$ cat config.mk
export PLATFORM = sky130hd
export DESIGN_NAME = axi4_burst_addr_gen
export DESIGN_NICKNAME = d
export VERILOG_FILES = /design/src/rtl/axi4_burst_addr_gen.sv
export SDC_FILE = /design/constraint.sdc
export NUM_CORES = 1
export LEC_CHECK = 0
export BUFFER_PORTS_ARGS = -buffer_cell sky130_fd_sc_hd__clkbuf_2
export CAP_MARGIN = 10
export CORE_MARGIN = 2
export CORE_UTILIZATION = 30
export CTS_BUF_LIST = sky130_fd_sc_hd__clkbuf_8
export DETAILED_ROUTE_END_ITERATION = 7
export SLEW_MARGIN = 10
export SYNTH_ARGS = -nofsm -noshare
export SYNTH_HDL_FRONTEND = slang
export SYNTH_SLANG_ARGS = --single-unit
export TNS_END_PERCENT = 10
$ cat constraint.sdc
create_clock -name i_clk -period 4.8 [get_ports i_clk]
set_clock_uncertainty 0.05 [all_clocks]
set_input_delay 0.72 -clock i_clk [delete_from_list [all_inputs] [get_ports i_clk]]
set_output_delay 0.72 -clock i_clk [all_outputs]
set_load 0.1 [all_outputs]
$ cat src/rtl/axi4_burst_addr_gen.sv
// Per-beat AXI4 address sequencer: takes one AR/AW request and presents len+1 beats
// with address, byte-lane strobe, ID, user, LAST and an illegal-burst error flag.
module axi4_burst_addr_gen #(
    parameter int ADDR_BITS       = 32,
    parameter int LOG2_DATA_BYTES = 3,
    parameter int ID_BITS         = 5,
    parameter int USER_BITS       = 1
) (
    input  logic                            i_clk,
    input  logic                            i_rst,
    input  logic                            i_req_valid,
    output logic                            o_req_ready,
    input  logic [ADDR_BITS-1:0]            i_req_addr,
    input  logic [7:0]                      i_req_len,
    input  logic [2:0]                      i_req_size,
    input  logic [1:0]                      i_req_burst,
    input  logic [ID_BITS-1:0]              i_req_id,
    input  logic [USER_BITS-1:0]            i_req_user,
    output logic                            o_beat_valid,
    input  logic                            i_beat_ready,
    output logic [ADDR_BITS-1:0]            o_beat_addr,
    output logic [(1<<LOG2_DATA_BYTES)-1:0] o_beat_strb,
    output logic [ID_BITS-1:0]              o_beat_id,
    output logic [USER_BITS-1:0]            o_beat_user,
    output logic                            o_beat_last,
    output logic                            o_beat_err
);
    localparam int         DATA_BYTES = 1 << LOG2_DATA_BYTES;
    localparam logic [2:0] MAX_SIZE   = 3'(LOG2_DATA_BYTES);
    localparam logic [1:0] BURST_FIXED = 2'd0;
    localparam logic [1:0] BURST_INCR  = 2'd1;
    localparam logic [1:0] BURST_WRAP  = 2'd2;

    typedef enum logic {S_IDLE, S_ACTIVE} state_t;
    typedef logic [LOG2_DATA_BYTES:0] lane_t;

    state_t                 state_q, state_d;
    logic                   ready_en_q;
    logic [ADDR_BITS-1:0]   addr_q, lower_q, wsize_q;
    logic [7:0]             cnt_q;
    logic [2:0]             size_q;
    logic [1:0]             burst_q;
    logic [ID_BITS-1:0]     id_q;
    logic [USER_BITS-1:0]   user_q;
    logic                   err_q;

    // Handshakes: a transfer happens on a rising edge where valid && ready are both 1;
    // a producer never drops valid or changes payload until that edge.
    logic req_hs, beat_hs, last_beat;
    assign o_beat_valid = (state_q == S_ACTIVE);
    assign last_beat    = (cnt_q == 8'd0);
    assign beat_hs      = o_beat_valid & i_beat_ready;
    assign o_req_ready  = ready_en_q & ((state_q == S_IDLE) | (beat_hs & last_beat));
    assign req_hs       = i_req_valid & o_req_ready;

    // Request decode, used only on the accepting edge.
    logic [2:0]           req_size_eff;
    logic [ADDR_BITS-1:0] req_bytes, req_aligned, req_wsize, req_lower;
    logic [ADDR_BITS:0]   req_end;
    logic                 wrap_len_ok, page_cross, req_err;

    assign req_size_eff = (i_req_size > MAX_SIZE) ? MAX_SIZE : i_req_size;
    assign req_bytes    = ADDR_BITS'(1) << req_size_eff;
    assign req_aligned  = i_req_addr & ~(req_bytes - ADDR_BITS'(1));
    assign req_wsize    = (ADDR_BITS'(i_req_len) + ADDR_BITS'(1)) << req_size_eff;
    assign req_lower    = i_req_addr & ~(req_wsize - ADDR_BITS'(1));
    // One extra bit so a burst running off the top of the address space counts as a page cross.
    assign req_end      = {1'b0, req_aligned} + {1'b0, req_wsize} - (ADDR_BITS+1)'(1);
    assign page_cross   = (req_end >> 12) != ({1'b0, i_req_addr} >> 12);
    assign wrap_len_ok  = (i_req_len == 8'd1) | (i_req_len == 8'd3) |
                          (i_req_len == 8'd7) | (i_req_len == 8'd15);
    assign req_err      = (i_req_size > MAX_SIZE) | (i_req_burst == 2'd3) |
                          ((i_req_burst == BURST_WRAP) &
                           (!wrap_len_ok | ((i_req_addr & (req_bytes - ADDR_BITS'(1))) != '0))) |
                          ((i_req_burst == BURST_INCR) & page_cross);

    // Per-beat address stepping; the reserved burst type steps like INCR.
    logic [ADDR_BITS-1:0] beat_bytes, beat_aligned, wrap_inc, next_addr;
    assign beat_bytes   = ADDR_BITS'(1) << size_q;
    assign beat_aligned = addr_q & ~(beat_bytes - ADDR_BITS'(1));
    assign wrap_inc     = addr_q + beat_bytes;

    always_comb begin
        next_addr = beat_aligned + beat_bytes;
        case (burst_q)
            BURST_FIXED: next_addr = addr_q;
            BURST_WRAP:  next_addr = (wrap_inc == lower_q + wsize_q) ? lower_q : wrap_inc;
            default:     next_addr = beat_aligned + beat_bytes;
        endcase
    end

    lane_t lane_lo, lane_hi;
    assign lane_lo = {1'b0, addr_q[LOG2_DATA_BYTES-1:0]};
    assign lane_hi = {1'b0, beat_aligned[LOG2_DATA_BYTES-1:0]} +
                     beat_bytes[LOG2_DATA_BYTES:0] - lane_t'(1);

    always_comb begin
        o_beat_strb = '0;
        for (int i = 0; i < DATA_BYTES; i++) begin
            o_beat_strb[i] = o_beat_valid & (lane_t'(i) >= lane_lo) & (lane_t'(i) <= lane_hi);
        end
    end

    assign o_beat_addr = addr_q;
    assign o_beat_id   = id_q;
    assign o_beat_user = user_q;
    assign o_beat_err  = err_q;
    assign o_beat_last = o_beat_valid & last_beat;

    always_comb begin
        state_d = state_q;
        case (state_q)
            S_IDLE:   if (req_hs) state_d = S_ACTIVE;
            S_ACTIVE: if (beat_hs && last_beat) state_d = req_hs ? S_ACTIVE : S_IDLE;
            default:  state_d = S_IDLE;
        endcase
    end

    always_ff @(posedge i_clk or posedge i_rst) begin
        if (i_rst) state_q <= S_IDLE;
        else       state_q <= state_d;
    end

    always_ff @(posedge i_clk or posedge i_rst) begin
        if (i_rst) begin
            ready_en_q <= 1'b0;
            addr_q     <= '0;
            lower_q    <= '0;
            wsize_q    <= '0;
            cnt_q      <= '0;
            size_q     <= '0;
            burst_q    <= '0;
            id_q       <= '0;
            user_q     <= '0;
            err_q      <= 1'b0;
        end else begin
            ready_en_q <= 1'b1;
            if (req_hs) begin
                addr_q  <= i_req_addr;
                lower_q <= req_lower;
                wsize_q <= req_wsize;
                cnt_q   <= i_req_len;
                size_q  <= req_size_eff;
                burst_q <= i_req_burst;
                id_q    <= i_req_id;
                user_q  <= i_req_user;
                err_q   <= req_err;
            end else if (beat_hs) begin
                addr_q <= next_addr;
                cnt_q  <= cnt_q - 8'd1;
            end
        end
    end
endmodule

==> results of run 1 <==
-- synthesized netlist by cell type (all sizes together) (21+ instances only) --
| cell | n | share of area [%] |
|---|---|---|
| a21o | 30 | 2.0 |
| a21oi | 83 | 3.6 |
| and2 | 21 | 1.1 |
| and3 | 26 | 1.4 |
| clkbuf | 59 | 1.9 |
| dfrtp | 102 | 22 |
| ha | 81 | 8.9 |
| inv | 93 | 3.1 |
| nand2 | 205 | 6.8 |
| nand3 | 43 | 1.9 |
| nand4 | 29 | 1.8 |
| nor2 | 77 | 2.6 |
| nor3 | 43 | 1.9 |
| o211ai | 35 | 2.3 |
| o21ai | 82 | 3.6 |
| xnor2 | 94 | 7.2 |
| xor2 | 44 | 3.4 |
-- area by class of cell --
class                           count  area [sq um]
Timing Repair Buffer              226          1449
Fill cell                        3948         23990
Sequential cell                   102          2552
Tap cell                          511         639.4
Inverter                           93         351.6
Multi-Input combinational cell   1213          8367
Clock inverter                      7         101.3
Clock buffer                        9         123.9
-- worst max path at each step --
stage,end,slack [ns],cells past startpoint
after floorplan,o_beat_err$_DFFE_PP0P_,-0.15,20
after global placement,o_beat_err$_DFFE_PP0P_,-0.33,21
after detailed placement,o_beat_err$_DFFE_PP0P_,-0.48,21
after CTS,o_beat_err$_DFFE_PP0P_,0.06,21
after global routing,o_beat_addr[11]$_DFFE_PP0P_,0.01,16
final,o_beat_addr[11]$_DFFE_PP0P_,0.21,15
-- kinds of logic (layout without fill, tap and decap cells) --
family | after synthesis | count (layout)
AOI/OAI and AO/OA | 428 | 428
DFF | 102 | 102
buffers and inverters | 168 | 335
and+or+nand+nor | 533 | 533
xor gates and xnor gates | 145 | 145
other | 2 | 8
muxes | 15 | 15
adders and majority gates | 84 | 84
-- routing by layer --
layer | vias up | global-route usage, % | routed length, um
li1 | 5761 | - | -
met1 | 5698 | 29.40 | 19290
met2 | 455 | 33.36 | 18900
met3 | 69 | 2.414 | 2686
met4 | 0 | 7.933 | 1268
met5 | - | 0 | 0
-- tightest hold or removal path, delay by kind of cell, from the launching register on --
kind | cells | cell delay (ns)
flops | 1 | 0.35
simple gates | 2 | 0.11
-- power by group --
part | internal, uW | switching (uW) | total (uW) | leakage (uW)
Clock | 259 | 378 | 637 | 0.000109
Combinational | 2110 | 4510 | 6620 | 0.00463
Sequential | 1230 | 618 | 1850 | 0.00127
-- per-stage QoR --
step | setup slack (ns) | std cells | instance area (sq um)
after floorplan | -0.1542 | 1483 | 11460
after global placement | -0.3309 | 2145 | 13260
after detailed placement | -0.4774 | 2145 | 13260
after CTS | 0.06087 | 2161 | 13490
after global routing | 0.01090 | 2161 | 13580
final | 0.2092 | 2161 | 13580
-- flip-flops by register name, summed over array words and instances, names as in the netlist --
| register | cells |
|---|---|
| lower_q | 32 |
| o_beat_addr | 32 |
| wsize_q | 16 |
| cnt_q | 8 |
| o_beat_id | 5 |
| size_q | 3 |
| burst_q | 2 |
| o_beat_err | 1 |
| o_beat_user | 1 |
| o_beat_valid | 1 |
| ready_en_q | 1 |
-- what timing repair did --
action                                  4_1_cts  5_1_grt
buffers inserted                              0        0
endpoints found under the setup margin        1       32
resized for setup                             1       23
pin swaps                                     0        1
==> flow_summary_export.csv, run 1 <==
group,metric,value,unit
sta,relSlewSlack,26.01,%
finish,final_common_cell,"nand2_1",
sta,max_freq,217.8,MHz
hold_path,hp-start,"o_beat_id[4]$_DFFE_PP0P_",
grt,grt_usage,21.09,%
hold_path,holdPathEnd,"o_beat_id[4]$_DFFE_PP0P_",
synth,seq_area_frac_synth,22.33,%
finish,diodes,0,
sta,finalCritPeriodShare,95.64,%
clock_tree,cts_max_path_buffers,2,
setup_path,cpMostUsedCell,"o211ai_1",
die,io_pins,105,
sta,finalSetupTns,0,ns
sta,rsz0062_at_grt,"no",
placed_design,hpwl,33.54,mm
die,core.rowCount,71,
synth,synth-edff-count,0,
sta,min_period,4.591,ns
die,die_area,0.03967,sq mm
power,p_per_area,670.1,mW/mm^2
clock_tree,cts_buffers,9,
finish,area_growth,18.86,%
setup_path,crit_buf_inv,2,
placed_design,gp_congestion,0.9097,
die,die_w,199.2,um
finish,final_util,36.15,%
hold_path,min_path_cells,2,
route,drt-initial-drc-count,1008,
die,initial_utilization,30.41,%
synth,avgSynthCellArea,7.738,sq um
finish,nets,1784,
placed_design,port_buffers,104,
clock_tree,cts_num_sinks,102,
synth,synth_compound_area_share,25.77,%
hold_path,hold_path_class,"reg2reg",
die,core_area,0.03758,sq mm
setup_path,cp.arrival,4.82,ns
sta,worst_slew_pin_slew,1.095,ns
flow_run,maxCapViolCount,0,
synth,synth_xor_area_share,11.99,%
synth,syn_inst,1477,
setup_path,cp_top_family,"simple AND/OR/NAND/NOR gates",
setup_path,crit_type,"reg2reg",
grt,grt-ovfl-total,0,
synth,ys_types,91,
route,dr_total_vias,11980,
clock_tree,clk_pin_slew_worst_paths,0.11,ns
setup_path,worstPathMaxFanout,14,
setup_path,crit_slowest_cell,"or4_4",
sta,hold_ws,0.4337,ns
clock_tree,cts_root_buf,"clkbuf_8",
setup_path,worst-r2r-setup-slack,0.21,ns
setup_path,cp_cell_sequence,"buf_4 -> nand2_1 -> nor2_1 -> ha_1 -> o211ai_1 -> o211ai_1 -> nand4_1 -> xor2_2 -> xnor2_1 -> o31ai_1 -> o211ai_1 -> or4_4 -> buf_4 -> nor4_2 -> a311oi_1",
clock_tree,cts_hold_buf,0,
setup_path,r2r_cells,15,
route,drc_errors,0,
synth,synthMuxAreaShare,1.434,%
synth,synth_top_family_by_area,"compound AO/OA/AOI/OAI gates",
grt,grt_pass1_vias,11300,
sta,finalSetupViolCount,0,
route,avgRoutedWirePerCell,19.50,um
sta,drv_slew,0,
synth,synth_warnings,0,
die,die_height,199.2,um
setup_path,crit_start,"size_q[0]$_DFFE_PP0P_",
route,antenna_left,0,
setup_path,r2r_start,"size_q[0]$_DFFE_PP0P_",
setup_path,crit_required,5.03,ns
sta,hold_viol_final,0,
synth,syn_area,0.01143,sq mm
power,leakage,0.006009,uW
clock_tree,clkLatencyLatePin,0.42,ns
route,drt-total-wl,42.14,mm
grt,grt_pass1_wl,64.70,mm
setup_path,end_kind,"flop",
grt,grt_antenna_before_repair,0,
setup_path,start_kind,"flop",
route,viasPerCell,5.545,
route,first_pass_iters,5,
setup_path,r2r-end,"o_beat_addr[11]$_DFFE_PP0P_",
synth,synth_flop_cell,"dfrtp_1",
finish,final_layout_size_suffix_gt1_share,17.58,%
clock_tree,tritoncts,"done",
finish,most-common-layout-cells,"nand2_1 (204), buf_4 (121), clkbuf_2 (104)",
grt,grt_max_degree,78,
status,outcome,"complete, no violations",
setup_path,max_stage_delay,0.57,ns
clock_tree,cts-htree-levels,3,
synth,postSynth.asyncResetShare,100.0,%
power,total_power,9103,uW
synth,yosys.area_share.simple,23.22,%
synth,synthAdderAreaFrac,9.393,%
power,vdd_drop_max,1.143,mV
synth,ys_ff_latch,102,
Power figures use the tool's default switching activity.
==> inputs of run 2 (changes only) <==
--- a/config.mk
+++ b/config.mk
@@ -7,6 +7,7 @@
 export LEC_CHECK = 0
 export BUFFER_PORTS_ARGS = -buffer_cell sky130_fd_sc_hd__clkbuf_2
 export CAP_MARGIN = 10
+export CORE_ASPECT_RATIO = 1.4
 export CORE_MARGIN = 2
 export CORE_UTILIZATION = 30
 export CTS_BUF_LIST = sky130_fd_sc_hd__clkbuf_8
==> run 2 against run 1 <==
Effect of this change:
- critical endpoint is now o_beat_err$_DFFE_PP0P_
- final cell count down 1.0%
- non-clock buffer count grew 15
- highest routed layer unchanged
- combinational power is 2% higher
==> flow_summary_export.csv, run 2 (same netlist as run 1, synthesis figures left out) <==
group,metric,value,unit
finish,final_layout_size_suffix_gt1_share,18.02,%
clock_tree,cts-htree-levels,3,
setup_path,crit_start,"i_req_len[1]",
route,dr_total_vias,11990,
finish,most-common-layout-cells,"nand2_1 (204), buf_4 (136), clkbuf_2 (104)",
die,io_pins,105,
power,pwr-share-seq,19.9,%
power,combinationalPowerShare,73.6,%
setup_path,worstPathMaxFanout,4,
finish,nets,1799,
route,drc_errors,0,
sta,max_freq,219.0,MHz
die,core_area,0.03752,sq mm
sta,min_period,4.566,ns
placed_design,port_buffers,104,
sta,finalSetupViolCount,0,
grt,grt_usage,21.17,%
sta,hold_ws,0.06834,ns
hold_path,hold_path_class,"in2async",
route,drt-initial-drc-count,695,
clock_tree,clkLatencyLatePin,0.44,ns
sta,setup_ws,0.2336,ns
setup_path,r2r_start,"size_q[0]$_DFFE_PP0P_",
clock_tree,cts_num_sinks,102,
power,swShare,60.60,%
grt,grt-ovfl-total,0,
clock_tree,cts_buffers,9,
finish,fill_cells,3906,
route,viasPerCell,5.606,
die,die_area,0.03969,sq mm
clock_tree,cts_hold_buf,0,
clock_tree,cts_root_buf,"clkbuf_8",
setup_path,end_kind,"flop",
placed_design,hpwl,34.05,mm
setup_path,start_kind,"input port",
placed_design,place_ws,-0.5659,ns
setup_path,crit_required,5.06,ns
sta,drv_slew,0,
setup_path,cp.arrival,4.82,ns
power,vdd_drop_max,0.9592,mV
clock_tree,cts_max_path_buffers,2,
power,net-switching-power,5534,uW
finish,final_common_cell,"nand2_1",
route,first_pass_iters,5,
clock_tree,tritoncts,"done",
grt,grt_antenna_before_repair,1,
clock_tree,clk_pin_slew_worst_paths,0.12,ns
status,outcome,"complete, no violations",
setup_path,crit_type,"in2reg",
route,drt-total-wl,42.37,mm
grt,grt_max_degree,56,
grt,grt_pass1_vias,11960,
power,internal_power,3598,uW
sta,hold_viol_final,0,
grt,grt_pass1_wl,65.69,mm
placed_design,gp_congestion,0.9439,
power,power_frac_clock,6.6,%
sta,finalCritPeriodShare,95.13,%
die,initial_utilization,30.46,%
die,die_height,234.9,um
route,avgRoutedWirePerCell,19.81,um
finish,area_growth,19.08,%
sta,relSlewSlack,26.82,%
route,antenna_left,0,
flow_run,maxCapViolCount,0,
power,p_per_area,671.0,mW/mm^2
sta,worst_slew_pin_slew,1.083,ns
power,leakage,0.006079,uW
die,die_w,169.0,um
die,core.rowCount,84,
finish,final_util,36.27,%
-- run 2: worst max-delay path, stage by stage --
cell	delay (ns)
clkbuf_2	0.10
ha_1	0.24
nand3_1	0.15
xnor2_1	0.16
mux2i_1	0.25
mux2i_1	0.16
ha_1	0.30
inv_1	0.04
ha_1	0.19
or3_1	0.33
a41oi_2	0.22
buf_4	0.16
o211ai_1	0.08
o211ai_1	0.14
nand2b_1	0.10
a21oi_2	0.18
mux2_2	0.35
or4_1	0.52
a2111oi_2	0.29
a31oi_1	0.13
-- run 2: final timing paths --
| path | end | slack [ns] | cells after the start |
|---|---|---|---|
| setup / recovery | o_beat_err$_DFFE_PP0P_ | 0.23 | 20 |
| hold / removal | size_q[2]$_DFFE_PP0P_ | 0.07 | 2 |
| setup reg to reg | o_beat_addr[23]$_DFFE_PP0P_ | 0.25 | 17 |
| hold reg to reg | o_beat_id[4]$_DFFE_PP0P_ | 0.44 | 2 |
| max in group asynchronous | wsize_q[15]$_DFFE_PP0P_ | 3.76 | 3 |
| min in group i_clk | o_beat_id[4]$_DFFE_PP0P_ | 0.42 | 3 |
-- run 2: per-layer routing --
layer	up-vias	GRT usage, %	routed length [um]
li1	5791	-	-
met1	5727	25.39	17640
met2	362	36.98	20830
met3	112	2.493	1766
met4	0	10.79	2133
met5	-	0	0
-- run 2: timing repair --
item,CTS,global route
setup buffers,0,1
gates resized for setup,2,18
endpoints found under the setup margin,1,25
pin swaps,0,3
-- run 2: metrics by stage --
stage,TNS (ns),power (uW),area [sq um],cells
after global routing,-0.0004747,9706,13610,2139
after global placement,-0.4841,8400,13320,2121
final,0,9131,13610,2139
after detailed placement,-0.5659,8458,13320,2121
after floorplan,-0.3948,6816,11460,1483
after CTS,0,9089,13520,2137
-- run 2: cell type report --
type / instances / area (sq um) / area share, %
Multi-Input combinational cell: 1213 / 8348 / 61.34
Sequential cell: 102 / 2552 / 18.76
Timing Repair Buffer: 241 / 1562 / 11.47
Tap cell: 473 / 591.8 / 4.349
Inverter: 93 / 351.6 / 2.583
Clock buffer: 9 / 123.9 / 0.9102
Clock inverter: 7 / 77.57 / 0.5700
Antenna cell: 1 / 2.502 / 0.01839
-- run 2: power by group through the flow --
stage | clock, uW | combinational [uW] | sequential (uW)
after detailed placement | 0 | 6640 | 1820
after global routing | 643 | 7190 | 1870
after global placement | 0 | 6590 | 1810
final | 599 | 6720 | 1820
after CTS | 618 | 6670 | 1800
after floorplan | 0 | 4180 | 2630
